## config.mk

```make
export PLATFORM = sky130hd
export DESIGN_NAME = sram_sp_arbiter
export DESIGN_NICKNAME = d
export VERILOG_FILES = /design/src/rtl/sram_sp_arbiter_pkg.sv /design/src/rtl/sram_sp_arbiter_rr.sv /design/src/rtl/sram_sp_arbiter.sv
export SDC_FILE = /design/constraint.sdc
export NUM_CORES = 1
export LEC_CHECK = 0
export CAP_MARGIN = 20
export CORE_ASPECT_RATIO = 1.25
export CORE_MARGIN = 2
export CORE_UTILIZATION = 35
export CTS_CLUSTER_DIAMETER = 120
export CTS_CLUSTER_SIZE = 10
export DETAILED_ROUTE_END_ITERATION = 7
export PLACE_DENSITY = 0.91
export SETUP_SLACK_MARGIN = 0.15
export SLEW_MARGIN = 20
export SYNTH_ARGS = -nofsm -noshare
export SYNTH_HDL_FRONTEND = slang
export SYNTH_SLANG_ARGS = --single-unit
```

## constraint.sdc

```tcl
create_clock -name i_clock -period 2.7 [get_ports i_clock]
set_input_delay 0.405 -clock i_clock [delete_from_list [all_inputs] [get_ports i_clock]]
set_output_delay 0.405 -clock i_clock [all_outputs]
set_load 0.05 [all_outputs]
```

## src/rtl/sram_sp_arbiter_pkg.sv

```systemverilog
// Shared types and default widths for the single-port SRAM arbiter.
// The optional init sweep is enabled with SRAM_SP_ARBITER_INIT_EN.
package sram_sp_arbiter_pkg;

    localparam int ADDR_W_DEF = 11;
    localparam int DATA_W_DEF = 36;
    localparam int MASK_W_DEF = 6;

    // Grant vector bit positions
    localparam int GNT_RD = 0;
    localparam int GNT_WR = 1;

    typedef enum logic {
        ST_INIT  = 1'b0,
        ST_SERVE = 1'b1
    } state_t;

    typedef struct packed {
        logic [ADDR_W_DEF-1:0] addr;
    } rd_req_t;

    typedef struct packed {
        logic [ADDR_W_DEF-1:0] addr;
        logic [MASK_W_DEF-1:0] mask;
        logic [DATA_W_DEF-1:0] data;
    } wr_req_t;

endpackage

```

## src/rtl/sram_sp_arbiter_rr.sv

```systemverilog
// Two-input round-robin arbiter: bit 0 = read, bit 1 = write, one-hot grant.
module sram_rr_arb2
    import sram_sp_arbiter_pkg::*;
(
    input  logic       i_clock,
    input  logic       i_reset_n,
    input  logic [1:0] i_valid,
    output logic [1:0] o_grant
);

    logic r_lastRd;

    // On contention favour whichever side did not win last; read wins first after reset
    always_comb begin
        o_grant = 2'b00;
        case (i_valid)
            2'b01:   o_grant = 2'b01;
            2'b10:   o_grant = 2'b10;
            2'b11:   o_grant = r_lastRd ? 2'b10 : 2'b01;
            default: o_grant = 2'b00;
        endcase
    end

    always_ff @(posedge i_clock or negedge i_reset_n) begin
        if (!i_reset_n) begin
            r_lastRd <= 1'b0;
        end else if (|o_grant) begin
            r_lastRd <= o_grant[GNT_RD];
        end
    end

endmodule

```

## src/rtl/sram_sp_arbiter.sv

```systemverilog
// Shares one single-port SRAM between a read and a masked-write requester.
// Define SRAM_SP_ARBITER_INIT_EN to sweep INIT_VALUE into every entry after reset.
module sram_sp_arbiter
    import sram_sp_arbiter_pkg::*;
#(
    parameter int              ADDR_W     = ADDR_W_DEF,
    parameter int              DATA_W     = DATA_W_DEF,
    parameter int              MASK_W     = MASK_W_DEF,
    parameter logic [DATA_W-1:0] INIT_VALUE = '0
) (
    input  logic              i_clock,
    input  logic              i_reset_n,
    input  logic              i_rd_valid,
    input  logic [ADDR_W-1:0] i_rd_addr,
    output logic              o_rd_ready,
    input  logic              i_wr_valid,
    input  logic [ADDR_W-1:0] i_wr_addr,
    input  logic [MASK_W-1:0] i_wr_mask,
    input  logic [DATA_W-1:0] i_wr_data,
    output logic              o_wr_ready,
    output logic              o_resp_valid,
    output logic [DATA_W-1:0] o_resp_data,
    output logic              o_init_done,
    output logic              o_sram_en,
    output logic              o_sram_wmode,
    output logic [ADDR_W-1:0] o_sram_addr,
    output logic [MASK_W-1:0] o_sram_wmask,
    output logic [DATA_W-1:0] o_sram_wdata,
    input  logic [DATA_W-1:0] i_sram_rdata
);

    logic              r_initDone;
    logic              r_rdPend;
    logic [DATA_W-1:0] r_respHold;
    logic [1:0]        w_grant;
    logic              w_initActive;
    logic [ADDR_W-1:0] w_initAddr;
    logic [DATA_W-1:0] w_initWord;

    assign w_initWord = INIT_VALUE;

`ifdef SRAM_SP_ARBITER_INIT_EN
    state_t            r_state;
    state_t            w_stateNext;
    logic [ADDR_W-1:0] r_initCnt;

    always_ff @(posedge i_clock or negedge i_reset_n) begin
        if (!i_reset_n) begin
            r_state <= ST_INIT;
        end else begin
            r_state <= w_stateNext;
        end
    end

    always_comb begin
        w_stateNext = r_state;
        if (r_state == ST_INIT && r_initCnt == {ADDR_W{1'b1}}) begin
            w_stateNext = ST_SERVE;
        end
    end

    always_ff @(posedge i_clock or negedge i_reset_n) begin
        if (!i_reset_n) begin
            r_initCnt  <= '0;
            r_initDone <= 1'b0;
        end else begin
            if (r_state == ST_INIT) begin
                r_initCnt <= r_initCnt + 1'b1;
            end
            r_initDone <= (w_stateNext == ST_SERVE);
        end
    end

    // Reset gates the sweep so the macro is idle while reset is held
    assign w_initActive = (r_state == ST_INIT) && i_reset_n;
    assign w_initAddr   = r_initCnt;
`else
    always_ff @(posedge i_clock or negedge i_reset_n) begin
        if (!i_reset_n) begin
            r_initDone <= 1'b0;
        end else begin
            r_initDone <= 1'b1;
        end
    end

    assign w_initActive = 1'b0;
    assign w_initAddr   = '0;
`endif

    sram_rr_arb2 u_arb (
        .i_clock   (i_clock),
        .i_reset_n (i_reset_n),
        .i_valid   ({i_wr_valid, i_rd_valid} & {2{r_initDone}}),
        .o_grant   (w_grant)
    );

    assign o_rd_ready  = w_grant[GNT_RD];
    assign o_wr_ready  = w_grant[GNT_WR];
    assign o_init_done = r_initDone;

    always_comb begin
        o_sram_en    = 1'b0;
        o_sram_wmode = 1'b0;
        o_sram_addr  = '0;
        o_sram_wmask = '0;
        o_sram_wdata = '0;
        if (w_initActive) begin
            o_sram_en    = 1'b1;
            o_sram_wmode = 1'b1;
            o_sram_addr  = w_initAddr;
            o_sram_wmask = '1;
            o_sram_wdata = w_initWord;
        end else if (w_grant[GNT_RD]) begin
            o_sram_en    = 1'b1;
            o_sram_addr  = i_rd_addr;
        end else if (w_grant[GNT_WR]) begin
            o_sram_en    = 1'b1;
            o_sram_wmode = 1'b1;
            o_sram_addr  = i_wr_addr;
            o_sram_wmask = i_wr_mask;
            o_sram_wdata = i_wr_data;
        end
    end

    // Response data passes straight through on the pulse and is held afterwards
    always_ff @(posedge i_clock or negedge i_reset_n) begin
        if (!i_reset_n) begin
            r_rdPend   <= 1'b0;
            r_respHold <= '0;
        end else begin
            r_rdPend <= i_rd_valid && w_grant[GNT_RD];
            if (r_rdPend) begin
                r_respHold <= i_sram_rdata;
            end
        end
    end

    assign o_resp_valid = r_rdPend;
    assign o_resp_data  = r_rdPend ? i_sram_rdata : r_respHold;

endmodule
```

==> summary.md, run 1 <==
| Metric | Value |
|---|---|
| Synthesized area | 2300 um2 |
| GPL Wtd Cong | 0.746 |
| Crit path max-delay cell type | clkdlybuf4s50_1 |
| Comb pwr share | 59.0% |
| Worst skew pair latency | 0.30 ns |
| Global-route wire length before repair | 13,400 um |
| Internal power | 1.87 mW |
| Required time at the worst-slack endpoint | 2.30 ns |
| Fin area | 5240 um2 |
| Clock buffer depth | 2 |
| Sw power | 1.22 mW |
| Post-Route WL | 8800 um |
| First-pass iteration count of the detailed router | 4 |
| Final cell count without fillers | 463 |
| Top delay family on crit path | buffers and inverters |
| CTS Hold Bufs | 0 |
| Synth Area in XOR/XNOR | 0% |
| Root buf cell | clkbuf_8 |
| Antenna violations before repair | 0 |
| Core box area | 6480 um2 |
| Peak supply drop | 0.775 mV |
| Yosys Warn Count | 0 |
| Flop pwr share | 24.1% |
| Slew Viols, Final | 0 |
| Dpl ws | 0.293 ns |
| CTS tree | done |
| Crit path launch type | input port |
| Outcome | finished, final reports clean |
| P&R area growth vs syn | 128% |
| DRT iter0 DRCs | 60 |
| CTS sink cnt | 39 |
| Crit path time final | 2.41 ns |
| Share of cells above drive strength 1 | 51.6% |
| Endpoints failing setup | 0 |
| Initial Util | 35.6% |
| Top area cells in the synthesized netlist | dfrtp_1 42%, nor3b_2 21%, mux2_2 18% |
| CP dominant cell by count | buf_12 |
| RSZ-0062 raised after global routing | false |
| Vias | 2,250 |
| Placed Area | 5120 um2 |
| Die Wd | 76.6 um |
| Chip Height | 94.7 um |
| Fin. Hold Viols | 0 |
| Syn Nets | 286 |
| Adder-Cell Fraction of Synth Area | 0% |
| CP Cell Sequence | clkdlybuf4s50_1 > nand2_2 > buf_12 > nor3b_1 > buf_12 |
| Compound-Gate Fraction of Synth Area | 4.99% |
| Max cap viols | 0 |
| Simple-Gate Fraction of Synth Area | 27.4% |
| Port bufs | 198 |
| Power share of the clock group | 16.9% |
| Static leakage | 2.11 nW |
| CTS buffer count | 5 |
| Mean cell area of the mapped netlist | 12.7 um2 |
| H-Tree Depth | 2 |
| Most frequent cells in the layout | 104 x clkdlybuf4s50_1, 82 x buf_12, 39 x dfrtp_1, 38 x nor3b_2, 36 x mux2_2 |
| Worst min-delay path class | in2async |
| Nets | 479 |
| Final HPWL DP | 6860 um |
| Rows | 33 |
| Total power draw | 3.09 mW |
| #FFs+latches synth | 39 |
| Synth top area share | 42.3% |
| Synth Instances | 182 |
| Setup bufs post-CTS | 0 |
| Antenna viol nets, final | 0 |
| CP Class | in2out |
| DRC viols | 0 |
| Worst-Margin Slew | 0.882 ns |
| CTS resizes | 0 |
| Count of cell types in the netlist | 18 |
| Via density | 4.86 |
| Largest family of logic cells by synthesized area | simple AND/OR/NAND/NOR gates |
| Hold WS | 0.213 ns |
| Remaining global-route overflow | 0 |
| Buf/Inv on CP | 3 |
| Vias in the first global route | 2,427 |
| Crit share post-route | 89.4% |
| PwrDens | 589 nW/um2 |
| Switching Share | 39.6% |
| GR Util All Layers | 24.4% |
| Largest net degree at the start of global routing | 40 |
| Multiplexer area fraction after synthesis | 17.6% |
| Clk pin slew, worst setup/hold paths | 0.08 ns |
| # IOs | 199 |
| Placed cells | 455 |
| Final core utilization | 80.9% |
| Crit path max fanout | 32 |
| Worst Skew | 0.00617 ns |
| Most common cell after layout, fill and taps aside | clkdlybuf4s50_1 |
| Setup ws final | 0.285 ns |
| Register area share after synthesis | 42.3% |
| Crit-path max cell delay | 0.58 ns |
| Die area | 7250 um2 |
| Worst EP arrival | 2.01 ns |
| Post-synth top area cell | dfrtp_1 |
| N_diodes | 0 |
| Rel. slew slack | 41.2% |
| Avg WL per Cell | 19.0 um |
| Critical Path End Type | output pin |
| Max Clk Rate | 414 MHz |
| Setup TNS | 0 ns |
==> worst register-to-register path: cells and delay by family, from the launching register on <==
kind,cells,cell delay [ns]
buffers and inverters,1,0.40
flip-flops,1,0.33
multiplexers,1,0.47
==> registers in the layout, indices dropped and copies added (netlist names) <==
register        count
o_resp_valid        1
r_respHold         36
o_init_done         1
u_arb.r_lastRd      1
==> synth_stat cells <==
library cell	number
nor2_1	6
nand2_2	1
clkbuf_4	1
buf_2	4
dfrtp_1	39
nor3b_1	4
nor3b_2	38
inv_2	1
nand2_1	22
o32ai_1	11
nor2b_4	1
inv_1	1
buf_6	9
a22o_1	1
mux2_2	36
buf_4	5
conb_1	1
a21bo_2	1
==> cell type report <==
cell class | instances | area, um2
well taps | 87 | 109
clock buffers | 6 | 82.6
clock inverters | 2 | 38.8
fillers | 345 | 1240
repair buffers | 205 | 2820
multi-input cells | 122 | 1210
flip-flops and latches | 39 | 976
inverters | 2 | 7.51
==> path summary, 6_finish.rpt <==
check / slack [ns] / cells past startpoint / end / from
max reg2reg: 1.38 / 2 / r_respHold[0]$_DFF_PN0_ / o_resp_valid$_DFF_PN0_
max: 0.29 / 5 / o_sram_wdata[0] / i_wr_valid
min: 0.21 / 1 / r_respHold[25]$_DFF_PN0_ / i_reset_n
min reg2reg: 0.54 / 1 / r_respHold[22]$_DFF_PN0_ / r_respHold[22]$_DFF_PN0_
max in group asynchronous: 1.93 / 1 / u_arb.r_lastRd$_DFFE_PN0P_ / i_reset_n
min in group i_clock: 0.54 / 1 / r_respHold[22]$_DFF_PN0_ / r_respHold[22]$_DFF_PN0_
==> metal layers <==
| layer | share of wire (%) | track usage (%) | routed length [um] | vias up |
|---|---|---|---|---|
| met2 | 52 | 43.3 | 4580 | 140 |
| met3 | 12 | 12.7 | 1050 | 12 |
| li1 | - | - | - | 1029 |
| met4 | 1.9 | 8.79 | 168 | 0 |
| met5 | 0 | 0 | 0 | - |
| met1 | 34 | 24.7 | 3010 | 1069 |
==> cell families (layout without fill, tap and decap cells) <==
family,Yosys count,count (layout)
AND/OR/NAND/NOR,72,72
flip-flops,39,39
multiplexers,36,36
buffers and inverters,21,215
AO/OA/AOI/OAI,13,13
other,1,1
==> power groups by stage <==
stage | Clock, mW | Sequential (mW) | Combinational [mW]
floorplan | 0 | 0.741 | 0.920
global placement | 0 | 0.743 | 1.79
detailed placement | 0 | 0.750 | 1.82
CTS | 0.534 | 0.744 | 1.83
global route | 0.562 | 0.755 | 1.88
finish | 0.523 | 0.744 | 1.82
No activity file was read; power rests on OpenSTA's default activity.
==> run 2: changes to the inputs <==
--- a/config.mk
+++ b/config.mk
@@ -12,6 +12,7 @@
 export CTS_CLUSTER_DIAMETER = 120
 export CTS_CLUSTER_SIZE = 10
 export DETAILED_ROUTE_END_ITERATION = 7
+export GPL_TIMING_DRIVEN = 0
 export PLACE_DENSITY = 0.91
 export SETUP_SLACK_MARGIN = 0.15
 export SLEW_MARGIN = 20
==> run 2 against run 1 <==
Net effect: core utilization down 12 points; register-to-register slack better by 0.10 ns; combinational power down 23%; count of clock-buffer cells in the layout unchanged; worst hold slack better by 0.26 ns; flip-flop and latch count unchanged; cell count up 3.0%; power down 13%; setup slack worse by 0.086 ns; maximum frequency down 3.4%; sequential share of layout area up 3.3 points; largest cell class unchanged; highest routed layer unchanged.
==> summary.md, run 2 (synthesis results as in run 1) <==
| Metric | Value |
|---|---|
| Outcome | finished, final reports clean |
| PwrDens | 600 nW/um2 (+2.0%) |
| CTS sink cnt | 39 (unchanged) |
| Crit path max-delay cell type | dlygate4sd2_1 |
| Initial Util | 35.6% (unchanged) |
| GR Util All Layers | 23.7% (-0.75 points) |
| Root buf cell | clkbuf_8 |
| R2R setup slack | 1.48 ns (+0.10 ns) |
| Setup TNS | 0 ns (unchanged) |
| N_diodes | 0 (unchanged) |
| Crit path launch type | input port |
| DRC viols | 0 (unchanged) |
| P&R area growth vs syn | 93.5% |
| R2R depth | 3 (+1) |
| Crit path launch | i_wr_valid |
| First-pass iteration count of the detailed router | 4 (unchanged) |
| Die Wd | 76.6 um (unchanged) |
| Placed cells | 468 (+2.9%) |
| Global-route wire length before repair | 13,100 um (-1.7%) |
| Buf/Inv on CP | 3 (unchanged) |
| Post-Route WL | 8930 um (+1.5%) |
| Chip Height | 94.7 um (unchanged) |
| Setup bufs post-CTS | 0 (unchanged) |
| Placed Area | 4460 um2 (-13%) |
| Static leakage | 2.12 nW (+0.31%) |
| Top delay family on crit path | buffers and inverters |
| Final HPWL DP | 6500 um (-5.4%) |
| Antenna violations before repair | 0 (unchanged) |
| Rel. slew slack | 62.8% (+22 points) |
| Peak supply drop | 0.691 mV (-11%) |
| Port bufs | 198 (unchanged) |
| RSZ-0062 raised after global routing | false |
| Required time at the worst-slack endpoint | 2.30 ns (about the same) |
| # IOs | 199 (unchanged) |
| CP Class | in2out |
| Power share of the clock group | 19.6% (+2.7 points) |
| Fin. Hold Viols | 0 (unchanged) |
| Internal power | 1.54 mW (-18%) |
| Worst skew pair latency | 0.31 ns (about the same) |
| Most common cell after layout, fill and taps aside | clkdlybuf4s50_1 |
| Endpoints failing setup | 0 (unchanged) |
| Vias | 2,339 (+4.0%) |
| Core box area | 6480 um2 (unchanged) |
| Crit path max fanout | 10 (-69%) |
| Max cap viols | 0 (unchanged) |
| Worst min-delay path class | in2async |
| Sw power | 1.14 mW (-6.5%) |
| Crit path time final | 2.50 ns (+0.0862 ns) |
| Antenna viol nets, final | 0 (unchanged) |
| Most flop-heavy register | r_respHold |
| Total power draw | 2.68 mW (-13%) |
| Via density | 4.90 (+0.90%) |
| Critical Path End Type | output pin |
| Max FFs per register | 36 (unchanged) |
| Critical Path Stages | 5 (unchanged) |
| Comb pwr share | 52.6% (-6.4 points) |
| Fin area | 4460 um2 (-15%) |
| Nets | 493 (+2.9%) |
| Share of cells above drive strength 1 | 39.5% (-12 points) |
| CTS buffer count | 5 (unchanged) |
| Max Clk Rate | 400 MHz (-3.4%) |
| Rows | 33 (unchanged) |
| GPL Wtd Cong | 0.758 (+1.6%) |
| Vias in the first global route | 2,516 (+3.7%) |
| Flop pwr share | 27.8% (+3.7 points) |
| Clock buffer depth | 2 (unchanged) |
| H-Tree Depth | 2 (unchanged) |
| RR Endpoint | r_respHold[24]$_DFF_PN0_ |
| Clk pin slew, worst setup/hold paths | 0.09 ns (about the same) |
| DRT iter0 DRCs | 50 (-17%) |
| Worst Skew | 0.0126 ns (+0.00645 ns) |
| CTS tree | done |
| Final cell count without fillers | 477 (+3.0%) |
| Remaining global-route overflow | 0 (unchanged) |
| Worst-Margin Slew | 0.558 ns (-0.324 ns) |
| Slew Viols, Final | 0 (unchanged) |
| Setup crit end | o_sram_addr[6] |
| Die area | 7250 um2 (unchanged) |
| Largest net degree at the start of global routing | 33 (-18%) |
| Crit share post-route | 92.6% (+3.2 points) |
| Avg WL per Cell | 18.7 um (-1.5%) |
| CP Cell Sequence | clkdlybuf4s50_1 > a21bo_2 > buf_2 > o32ai_2 > dlygate4sd2_1 |
| Worst EP arrival | 2.10 ns (+0.09 ns) |
| Worst r2r src | o_resp_valid$_DFF_PN0_ |
| Crit-path max cell delay | 0.58 ns (about the same) |
| Most frequent cells in the layout | 112 x clkdlybuf4s50_1, 39 x dfrtp_1, 38 x nor3b_2, 38 x clkbuf_2, 36 x mux2_2 |
| Switching Share | 42.7% (+3.1 points) |
==> run 2: worst min-delay path by stage <==
| stage | end | slack (ns) | depth (start not counted) |
|---|---|---|---|
| after floorplan | o_init_done$_DFF_PN0_ | 0.11 | 0 |
| after global placement | r_respHold[24]$_DFF_PN0_ | 0.48 | 1 |
| after detailed placement | r_respHold[19]$_DFF_PN0_ | 0.28 | 1 |
| after CTS | r_respHold[25]$_DFF_PN0_ | 0.49 | 2 |
| after global routing | r_respHold[33]$_DFF_PN0_ | 0.51 | 2 |
| final | r_respHold[27]$_DFF_PN0_ | 0.47 | 2 |
==> run 2: routing by layer <==
layer | up-vias | track usage (%) | wire length [um]
met5 | - | 0 | 0
met4 | 0 | 11.2 | 255
met3 | 18 | 11.1 | 1030
met2 | 156 | 43.7 | 4830
met1 | 1108 | 22.2 | 2810
li1 | 1057 | - | -
==> run 2: power groups by stage <==
| stage | sequential (mW) | clock, mW | combinational [mW] |
|---|---|---|---|
| final | 0.745 | 0.524 | 1.41 |
| after global routing | 0.753 | 0.559 | 1.47 |
| after floorplan | 0.741 | 0 | 0.920 |
| after detailed placement | 0.749 | 0 | 1.44 |
| after global placement | 0.741 | 0 | 1.42 |
| after CTS | 0.744 | 0.537 | 1.43 |
==> run 2: final cells by class <==
class / instances / area [um2]
repair buffers: 200 / 1870
inverters: 2 / 7.51
well taps: 87 / 109
clock buffers: 6 / 82.6
multi-input cells: 122 / 1210
fillers: 477 / 2020
plain buffers: 19 / 166
clock inverters: 2 / 38.8
flip-flops and latches: 39 / 976
==> run 2: timing repair <==
item                                   in CTS  in global routing
pin swaps                                   0                  0
endpoints found under the hold margin       7                  0
setup endpoints to repair                  56                 68
resized for setup                          63                105
hold buffers                                1                  0
==> run 2: through the flow <==
| stage | utilization (%) | setup slack, ns | hold slack [ns] |
|---|---|---|---|
| floorplan | - | 0.188 | 0.109 |
| global placement | 68.6 | -0.174 | 0.481 |
| detailed placement | 68.8 | -0.174 | 0.275 |
| CTS | 69.9 | 0.0995 | 0.487 |
| global route | 68.8 | 0.150 | 0.506 |
| finish | 68.8 | 0.199 | 0.474 |
